<file path="config.mk">
export PLATFORM = sky130hd
export DESIGN_NAME = atomrv_pipe_ctrl
export DESIGN_NICKNAME = d
export VERILOG_FILES = /design/src/rtl/atomrv_pipe_ctrl.sv
export SDC_FILE = /design/constraint.sdc
export NUM_CORES = 1
export LEC_CHECK = 0
export BUFFER_PORTS_ARGS = -buffer_cell sky130_fd_sc_hd__buf_4
export CAP_MARGIN = 30
export CORE_MARGIN = 2
export CORE_UTILIZATION = 55
export CTS_BUF_LIST = sky130_fd_sc_hd__clkbuf_4
export DETAILED_ROUTE_END_ITERATION = 10
export GPL_TIMING_DRIVEN = 0
export PLACE_DENSITY = 0.78
export SYNTH_ARGS = -nofsm -noshare
export SYNTH_HDL_FRONTEND = slang
export SYNTH_SLANG_ARGS = --single-unit
</file>
<file path="constraint.sdc">
create_clock -name clk_i -period 3.1 [get_ports clk_i]
set_clock_uncertainty 0.2 [all_clocks]
set_input_delay 0.465 -clock clk_i [delete_from_list [all_inputs] [get_ports clk_i]]
set_output_delay 0.465 -clock clk_i [all_outputs]
set_load 0.01 [all_outputs]
</file>
<file path="src/rtl/atomrv_pipe_ctrl.sv">
// Hazard, forwarding and flush control for the 5-stage atomRV pipeline.
// Shadows the destination info of in-flight EX/MEM instructions and drives forward selects, stalls and flush.
module atomrv_pipe_ctrl #(
   parameter int REG_ADRESS_WIDTH = 5,
   parameter int LOAD_LAT         = 0,
   parameter bit FWD_EN           = 1'b1,
   parameter int CNT_W            = 16
) (
   input  logic                        clk_i,
   input  logic                        rst_i,
   input  logic                        id_valid_i,
   input  logic [REG_ADRESS_WIDTH-1:0] id_rs1_i,
   input  logic [REG_ADRESS_WIDTH-1:0] id_rs2_i,
   input  logic                        id_rs1_use_i,
   input  logic                        id_rs2_use_i,
   input  logic [REG_ADRESS_WIDTH-1:0] id_rd_i,
   input  logic                        id_rwr_en_i,
   input  logic                        id_load_i,
   input  logic                        br_taken_i,
   output logic [1:0]                  fwd1_o,
   output logic [1:0]                  fwd2_o,
   output logic                        stall_o,
   output logic                        mem_stall_o,
   output logic                        flush_o,
   output logic [CNT_W-1:0]            stall_cnt_o
);

   localparam logic [3:0] LAT_TC = LOAD_LAT[3:0];

   typedef struct packed {
      logic                        valid;
      logic [REG_ADRESS_WIDTH-1:0] rd;
      logic                        rwr_en;
      logic                        load;
   } stage_t;

   // The regfile is write-through, so the WB shadow never affects a decision
   // and only the EX and MEM shadows are kept.
   stage_t           ex_q;
   stage_t           mem_q;
   stage_t           id_entry;
   logic [3:0]       lat_cnt;
   logic [1:0]       fwd1_q;
   logic [1:0]       fwd2_q;
   logic [1:0]       fwd1_d;
   logic [1:0]       fwd2_d;
   logic [CNT_W-1:0] stall_cnt_q;
   logic             m_ex1;
   logic             m_ex2;
   logic             m_mem1;
   logic             m_mem2;
   logic             mem_stall;
   logic             load_use;
   logic             raw_nf;
   logic             flush;
   logic             stall;
   logic             issue;

   function automatic logic match(input stage_t s, input logic [REG_ADRESS_WIDTH-1:0] rs,
                                  input logic rs_use);
      return s.valid & s.rwr_en & (s.rd != '0) & (s.rd == rs) & rs_use;
   endfunction

   always_comb begin
      id_entry  = '{valid: id_valid_i, rd: id_rd_i, rwr_en: id_rwr_en_i, load: id_load_i};
      m_ex1     = match(ex_q, id_rs1_i, id_rs1_use_i);
      m_ex2     = match(ex_q, id_rs2_i, id_rs2_use_i);
      m_mem1    = match(mem_q, id_rs1_i, id_rs1_use_i);
      m_mem2    = match(mem_q, id_rs2_i, id_rs2_use_i);
      mem_stall = mem_q.valid & mem_q.load & (lat_cnt != LAT_TC);
      load_use  = FWD_EN & ex_q.load & (m_ex1 | m_ex2);
      raw_nf    = !FWD_EN & (m_ex1 | m_ex2 | m_mem1 | m_mem2);
      flush     = br_taken_i & !mem_stall;
      stall     = mem_stall | (id_valid_i & (load_use | raw_nf) & !flush);
      issue     = id_valid_i & !stall & !flush;
      fwd1_d    = 2'b00;
      fwd2_d    = 2'b00;
      // Newest producer wins: EX (about to be MEM) before MEM (about to be WB).
      if (FWD_EN && issue) begin
         if (m_ex1)       fwd1_d = 2'b01;
         else if (m_mem1) fwd1_d = 2'b10;
         if (m_ex2)       fwd2_d = 2'b01;
         else if (m_mem2) fwd2_d = 2'b10;
      end
   end

   always_ff @(posedge clk_i) begin
      if (rst_i) begin
         ex_q        <= '0;
         mem_q       <= '0;
         lat_cnt     <= '0;
         fwd1_q      <= 2'b00;
         fwd2_q      <= 2'b00;
         stall_cnt_q <= '0;
      end else begin
         if (!mem_stall) begin
            mem_q   <= ex_q;
            ex_q    <= issue ? id_entry : '0;
            fwd1_q  <= fwd1_d;
            fwd2_q  <= fwd2_d;
            lat_cnt <= '0;
         end else begin
            lat_cnt <= lat_cnt + 4'd1;
         end
         if (stall && (stall_cnt_q != '1))
            stall_cnt_q <= stall_cnt_q + {{(CNT_W-1){1'b0}}, 1'b1};
      end
   end

   assign fwd1_o      = fwd1_q;
   assign fwd2_o      = fwd2_q;
   assign stall_o     = stall & !rst_i;
   assign mem_stall_o = mem_stall & !rst_i;
   assign flush_o     = flush & !rst_i;
   assign stall_cnt_o = stall_cnt_q;

endmodule

</file>
==> results.txt, run 1 <==
- Outcome: completed
- Number of global-route vias before repair: 1456
* Hold_buf cts: 0
* Slew at the pin closest to its max-slew limit: 0.5379 ns
- In this run, the number of DRC markers left after iteration 0 of detailed routing was 97.
- For this design, the sink count on the clock tree is 40.
- In the synthesized netlist the async set-or-reset flop fraction comes to 0%.
- Clock tree from TritonCTS: done
- In this run the clock root is driven by a clkbuf_4.
- Commonest register cell after synthesis: dfxtp_1
- Count of different cell masters after synthesis: 40
* Synth-to-Final Area Change: 27.30%
- Count of nets left with antenna violations after detail routing: 0
- Share of post-route cells with drive strength above 1: 28.63%
* Total core area: 3390 um^2
- Number of max-capacitance violations reported: 0
- At the end of routability-driven placement, the weighted congestion stood at 0.8331.
- Timing would allow up to 332.4 MHz.
- Once detailed placement completed, the half-perimeter wirelength came to 3.175 mm.
* Fraction of post-synthesis cell area in the top cell type by area: 40.92%
* Cell family with the largest share of critical-path delay: simple AND/OR/NAND/NOR gates
* Count of inserted antenna diode cells: 0
* Remaining max-slew budget at the tightest pin: 63.65%
- In this run the count of I/O pins placed on the die edge is 46.
- Max Transition Viols Final: 0
* First-pass GRT wire length: 6.762 mm
- In this run the static leakage power is between 1 and 1.5 nW.
- Routed len/inst: 14.37 um
* Grt total ovfl: 0
* Count of yosys warnings during synthesis: 0
- Cell type with the highest occurrence count on the critical path: nor2_1
- Measured along the x axis, the die boundary spans about 64 um.
- Total non-filler cell area in the finished layout: 2491 um^2
- Synthesized netlist cell count: ~210
* GRT Total Usage: 21.23%
- Port buffering added between 40 and 50 buffers.
- Filler cell count: about 270
- In the final layout, the multi-input gates occupy around 1100 um^2.
* Final design utilization: around 73%
* Biggest area contributors in the synthesized netlist: dfxtp_1 (41%), xor2_1 (8.1%), nor2_1 (6.5%)
* Post-Layout Cell Count: 308
- Number of iterations in the first detailed-routing pass: 4
* Starting utilization of the core area: 57.73%
* Pin count of the biggest net entering global routing: 14
- Setup violation total in the final timing report: 0
- The path class of the tightest hold or removal check is in -> reg.
- The worst setup path is launched from a flip-flop.
- Worst EP required: 2.43 ns
* Worst IR drop on VDD: about 0.38 mV
- Clock Path Buffers: 2
- Syn Nets: about 230
- Counting both buffers and inverters, the worst setup path holds a total of 1.
* Delay of the slowest critical-path stage: 0.54 ns
* Sum of routed wire length over all layers: 4.425 mm
- Area after detailed placement: 2352 um^2
- Counting flops and latches in the post-synthesis netlist gives 40.
- In the finished design, the share of the clock period the worst path needs comes to 97.04%.
- Slowest CP cell: or4_4
* Floorplan die height: about 64 um
- Number of buffers created by CTS: 5
* Number of synthesized flops with an enable pin: 0
- Yosys instantiated no cell more often than dfxtp_1.
* Largest fanout of any net on the critical path: 13
- Commonest cells in the synthesized netlist: dfxtp_1 (40), nor2_1 (34), xor2_1 (18)
- Summed over all instances, the cell type with the most area after synthesis is dfxtp_1.
- For this run, the register share of the synthesized area comes to about 40%.
* DRC violation count after routing: 0
* Worst Setup End Kind: output pin
- Number of vias per cell: 5.260
- Crit path time final: roughly 3.0 ns
* Data arrival time of the critical path: roughly 2.3 ns
* Mapped cell area: around 2000 um^2
* Insertion delay of the later-clocked pin in the worst-skew pair: ~0.35 ns
- Min setup slack post-route: 0.09173 ns
- Cell breakdown of the critical path: or4_4 > o211ai_4 > nor3_4 > o2111a_2 > nor2_1 > nor2_1 > buf_4
* Setup Crit Path Kind: reg -> out
- The average instance in the mapped netlist occupies 9.408 um^2.
- Clock-pin slew was measured on the worst setup and hold paths at 0.12 ns.
- The initial antenna violation count was 0.
- Total placed cells including tap cells: 299
- Hold Vio Cnt, Final: 0
- Summing over every cut layer, the via total after detailed routing is ~1600.
- Total area of sequential cells: 807.0 um^2
- The clock tree synthesis step divided the H-tree into 2 levels.
- Power density over the cells: roughly 380 nW/um^2
- Final net count: 287
- Std-Cell Rows: 21
* Die ar.: 4051 um^2
* Placement-stage worst setup slack: 0.1514 ns
## path summary, 6_finish.rpt
path	start	end	slack, ns	cells past startpoint
max	ex_q[4]	stall_o	0.09	7
min	id_rd_i[0]	ex_q[2]	0.11	2
max reg2reg	stall_cnt_o[0]	stall_cnt_o[15]	0.41	8
min reg2reg	lat_cnt[0]	lat_cnt[0]	0.30	1
## kinds of logic (layout without fill, tap and decap cells)
group                    Yosys count  count (layout)  synth area share [%]
AND/OR/NAND/NOR                   80              80                 21.36
adder cells (fa/ha/maj)            3               3                 1.918
multiplexers                      10              10                 5.243
flip-flops                        40              40                 40.92
buffers and inverters             13              67                 3.133
XOR/XNOR                          32              32                 14.32
AO/OA/AOI/OAI                     30              30                 13.11
## state kept, by name, summed over array words and instances, names as in the netlist
signal and flops:
fwd1_o 2, lat_cnt 4, ex_q 8, fwd2_o 2, stall_cnt_o 16, mem_q 8
## what timing repair did
action | 4_1_cts | 5_1_grt
resized for setup | 3 | 10
endpoints found under the setup margin | 2 | 2
pin swaps | 0 | 3
setup buffers | 0 | 3
endpoints found under the hold margin | 0 | 0
## cell usage in the layout (no fill, tap or decap), drive strengths merged, types with 4 or more instances in the layout
master and count:
buf 51, dfxtp 40, nor2 34, xor2 18, xnor2 14, a22o 11, o211ai 9, clkbuf 9
nand2 8, mux2i 8, and3 8, nand3 6, inv 4, or4 4, o21ai 4
## where the power goes
group          switching (mW)  internal (mW)  leakage (nW)  total (mW)
combinational          0.0316         0.0393         0.715      0.0709
sequential            0.00700          0.518         0.325       0.525
clock                   0.177          0.168        0.0412       0.345
## cell type report
cell class,instances,area share (%)
flip-flops and latches,40,32.40
well taps,46,2.310
clock buffers,5,1.507
clock inverters,3,1.708
multi-input cells,155,45.66
repair buffers,48,14.47
inverters,4,0.6027
plain buffers,7,1.356
## metrics by stage
stage	hold slack (ns)	total power, mW	TNS [ns]
floorplan	0.2300	0.5663	0
global placement	0.2459	0.6006	0
detailed placement	0.2671	0.6019	0
CTS	0.1024	0.9429	0
global route	0.08511	0.9799	-0.005540
finish	0.1124	0.9414	0
## metal layers
metal / GRT usage, % / part of all wire [%]
met5: 0 / 0
met1: 29.91 / 48
met4: 7.609 / 0.79
met3: 4.286 / 3.9
met2: 32.11 / 48
## worst register-to-register path, stage by stage, from the launching register on
cell,delay (ns)
dfxtp_1,0.36
ha_1,0.24
nand3_1,0.26
or3_1,0.16
buf_2,0.21
nor4bb_1,0.54
o21ai_2,0.16
nor2_1,0.13
mux2_2,0.33
Power figures use the tool's default switching activity.
==> run 2, diff against run 1 <==
--- a/constraint.sdc
+++ b/constraint.sdc
@@ -3,3 +3,3 @@
 set_input_delay 0.465 -clock clk_i [delete_from_list [all_inputs] [get_ports clk_i]]
 set_output_delay 0.465 -clock clk_i [all_outputs]
-set_load 0.01 [all_outputs]
+set_load 0.02 [all_outputs]
==> run 2 against run 1 <==
Effect of this change:
- core utilization up 0.89 points
- global-route usage up 0.19 points
- sequential share of layout area down 0.39 points
- cell count up 1.3%
- clock-buffer cell count unchanged
- via count up 1.7%
- register-to-register slack about the same
- routed wire length up 1.5%
- sequential power about the same
- die area unchanged
- clock power about the same
- largest cell class unchanged
- largest power group unchanged
==> results.txt, run 2 (synthesis gave the netlist of run 1 again) <==
- The clock-pin transition on the worst setup and hold timing paths came to 0.12 ns (about the same).
- Sum of negative setup slack: 0 ns (unchanged)
- The count of endpoints failing setup in the final report came to 0 (unchanged).
* Capture instance of the worst register-to-register path: stall_cnt_o[15]
- The hold violation count in the final report came to 0 (unchanged).
- TritonCTS built the clock tree.
- Grt total ovfl: 0 (unchanged)
* Number of levels in the clock H-tree: 2 (unchanged)
* Worst EP required: 2.43 ns (about the same)
- Clock Path Buffers: 2 (unchanged)
- The startpoint identified for the worst register-to-register timing path is stall_cnt_o[0].
- Count of nets left with antenna violations after detail routing: 0 (unchanged)
- Starting utilization of the core area: 57.73% (unchanged)
* Total core area: 3390 um^2 (unchanged)
- The count of nets after finishing was 291 (+1.4%).
- The vias after detailed routing was 1647 (+1.7%).
* GRT Total Usage: 21.42% (+0.19 points)
- The mean number of vias per cell was 5.279 (+0.36%).
- Largest fanout of any net on the critical path: 9 (-4)
- Leakage power figure: 1.103 nW (+2.0%)
- The worst hold path cell count was 2 (unchanged).
- Die W: 63.65 um (unchanged)
* Floorplan die height: 63.65 um (unchanged)
- Routed len/inst: 14.39 um (+0.17%)
- Total area of sequential cells: 807.0 um^2 (unchanged)
- The largest net degree at the start of global routing is 14 (unchanged).
- Number of buffer cells added on primary ports: 45 (unchanged)
- The post-detailed-route DRC marker count was 0 (unchanged).
* Fmax: 335.6 MHz (+0.96%)
* Unrepaired setup endpoints after global routing: false
- Insertion delay of the later-clocked pin in the worst-skew pair: 0.35 ns (about the same)
* Master cell of the clock root buffer: clkbuf_4
- The number of top-level pins is 46 (unchanged).
- The overall power after layout is 0.9414 mW (about the same).
- The wire length reported by the detailed router was 4.490 mm (+1.5%).
* Class of the tightest hold or removal check: in -> reg
- Filler cell count: 266 (-1.1%)
- The antenna cell count is 0 (unchanged).
* Max reg flops: 16 (unchanged)
- Launch point of the worst hold path: id_rd_i[0]
- Commonest non-fill, non-tap cell in the layout: buf_4
- The register-to-register setup slack came to 0.40 ns (about the same).
- Setup Crit Path Kind: reg -> out
- The data arrival at the endpoint of the critical path was 2.31 ns (-0.03 ns).
- The post-route clock period utilization is 96.12% (-0.92 points).
- Die ar.: 4051 um^2 (unchanged)
* Synth-to-Final Area Change: 28.84%
- Antenna violations before repair: 0 (unchanged)
* Area of combinational cells with multiple inputs: 1137 um^2 (unchanged)
* Outcome: completed
- Max Transition Viols Final: 0 (unchanged)
* Routability Congestion: 0.8331 (unchanged)
- Sum of net half-perimeters after detailed placement: 3.175 mm (unchanged)
* Remaining max-slew budget at the tightest pin: 62.90% (-0.75 points)
- The global-route wire length before repair came to 6.824 mm (+0.92%).
- Final design utilization: 74.38% (+0.89 points)
- Violation count after the first detailed-routing iteration: 88 (-9.3%)
- Type of element launching the critical path: flip-flop
- STA classifies the critical path endpoint as an output pin.
* Hold_buf cts: 0 (unchanged)
- The power density over the cells was 373.4 nW/um^2 (-1.2%).
* Std-Cell Rows: 21 (unchanged)
* Share of post-route cells with drive strength above 1: 29.70% (+1.1 points)
- Crit path time final: 2.980 ns (-0.02858 ns)
* Number of global-route vias before repair: 1467 (+0.76%)
- The worst voltage drop across the vdd grid was 0.3845 mV (about the same).
* Hold path endpoint: ex_q[2]
- The count of cells along the worst register-to-register path was 8 (unchanged).
- Number of sinks on the clock net: 40 (unchanged)
* Number of iterations in the first detailed-routing pass: 4 (unchanged)
* Commonest cells after routing, fill and taps aside: buf_4 (53), dfxtp_1 (37), nor2_1 (34)
- The number of clock buffers inserted by TritonCTS came to 5 (unchanged).
- The transition at the pin with the smallest max-transition slack came to 0.5491 ns (+0.01114 ns).
* Number of max-capacitance violations reported: 0 (unchanged)
-- run 2: worst max path at each step --
stage / start / slack, ns / end
3_5_place_dp: lat_cnt[0] / 0.13 / stall_o
4_1_cts: ex_q[6] / 0.01 / stall_o
3_3_place_gp: lat_cnt[0] / 0.13 / stall_o
2_1_floorplan: lat_cnt[0] / 0.42 / stall_o
5_1_grt: ex_q[4] / 0.02 / stall_o
6_report: ex_q[4] / 0.12 / stall_o
-- run 2: worst max-delay path: stages (launching register included) --
cell and delay [ns]:
dfxtp_4 0.38, or4_4 0.54, o211ai_4 0.27, nor3_4 0.10, o2111a_2 0.34, nor2_1 0.11, nor2_1 0.05, buf_4 0.17
-- run 2: power by group --
group	total, mW	internal (mW)	switching [mW]	leakage, nW
registers	0.525	0.518	0.00709	0.325
clock network	0.345	0.168	0.177	0.0412
logic	0.0714	0.0394	0.0321	0.737
total	0.941	0.726	0.216	1.10
-- run 2: routing by layer --
| metal | part of all wire (%) | wire length, um | global-route usage (%) | up-vias |
|---|---|---|---|---|
| li1 | - | - | - | 839 |
| met1 | 49 | 2188 | 30.02 | 774 |
| met2 | 48 | 2137 | 32.63 | 29 |
| met3 | 2.9 | 129 | 4.286 | 5 |
| met4 | 0.78 | 35 | 7.609 | 0 |
| met5 | 0 | 0 | 0 | - |
-- run 2: stage by stage --
stage	area (um^2)	hold WS, ns	std cells	worst slack [ns]
final	2521	0.1120	312	0.1203
after global routing	2521	0.08511	312	0.02358
after CTS	2442	0.1024	307	0.01074
after detailed placement	2352	0.2671	299	0.1307
after floorplan	1957	0.2300	208	0.4160
after global placement	2352	0.2459	299	0.1267
-- run 2: cell type report --
type / count / area share (%)
buffer: 7 / 1.340
timing repair buffer: 52 / 15.48
multi-input combinational: 155 / 45.11
clock buffer: 5 / 1.489
sequential: 40 / 32.01
inverter: 4 / 0.5955
clock inverter: 3 / 1.687
tap: 46 / 2.283
-- run 2: timing repair --
| action | in CTS | in global routing |
|---|---|---|
| buffers inserted | 0 | 7 |
| hold endpoints to repair | 0 | 0 |
| resized for setup | 5 | 8 |
| pin swaps | 0 | 3 |
| endpoints found under the setup margin | 2 | 2 |
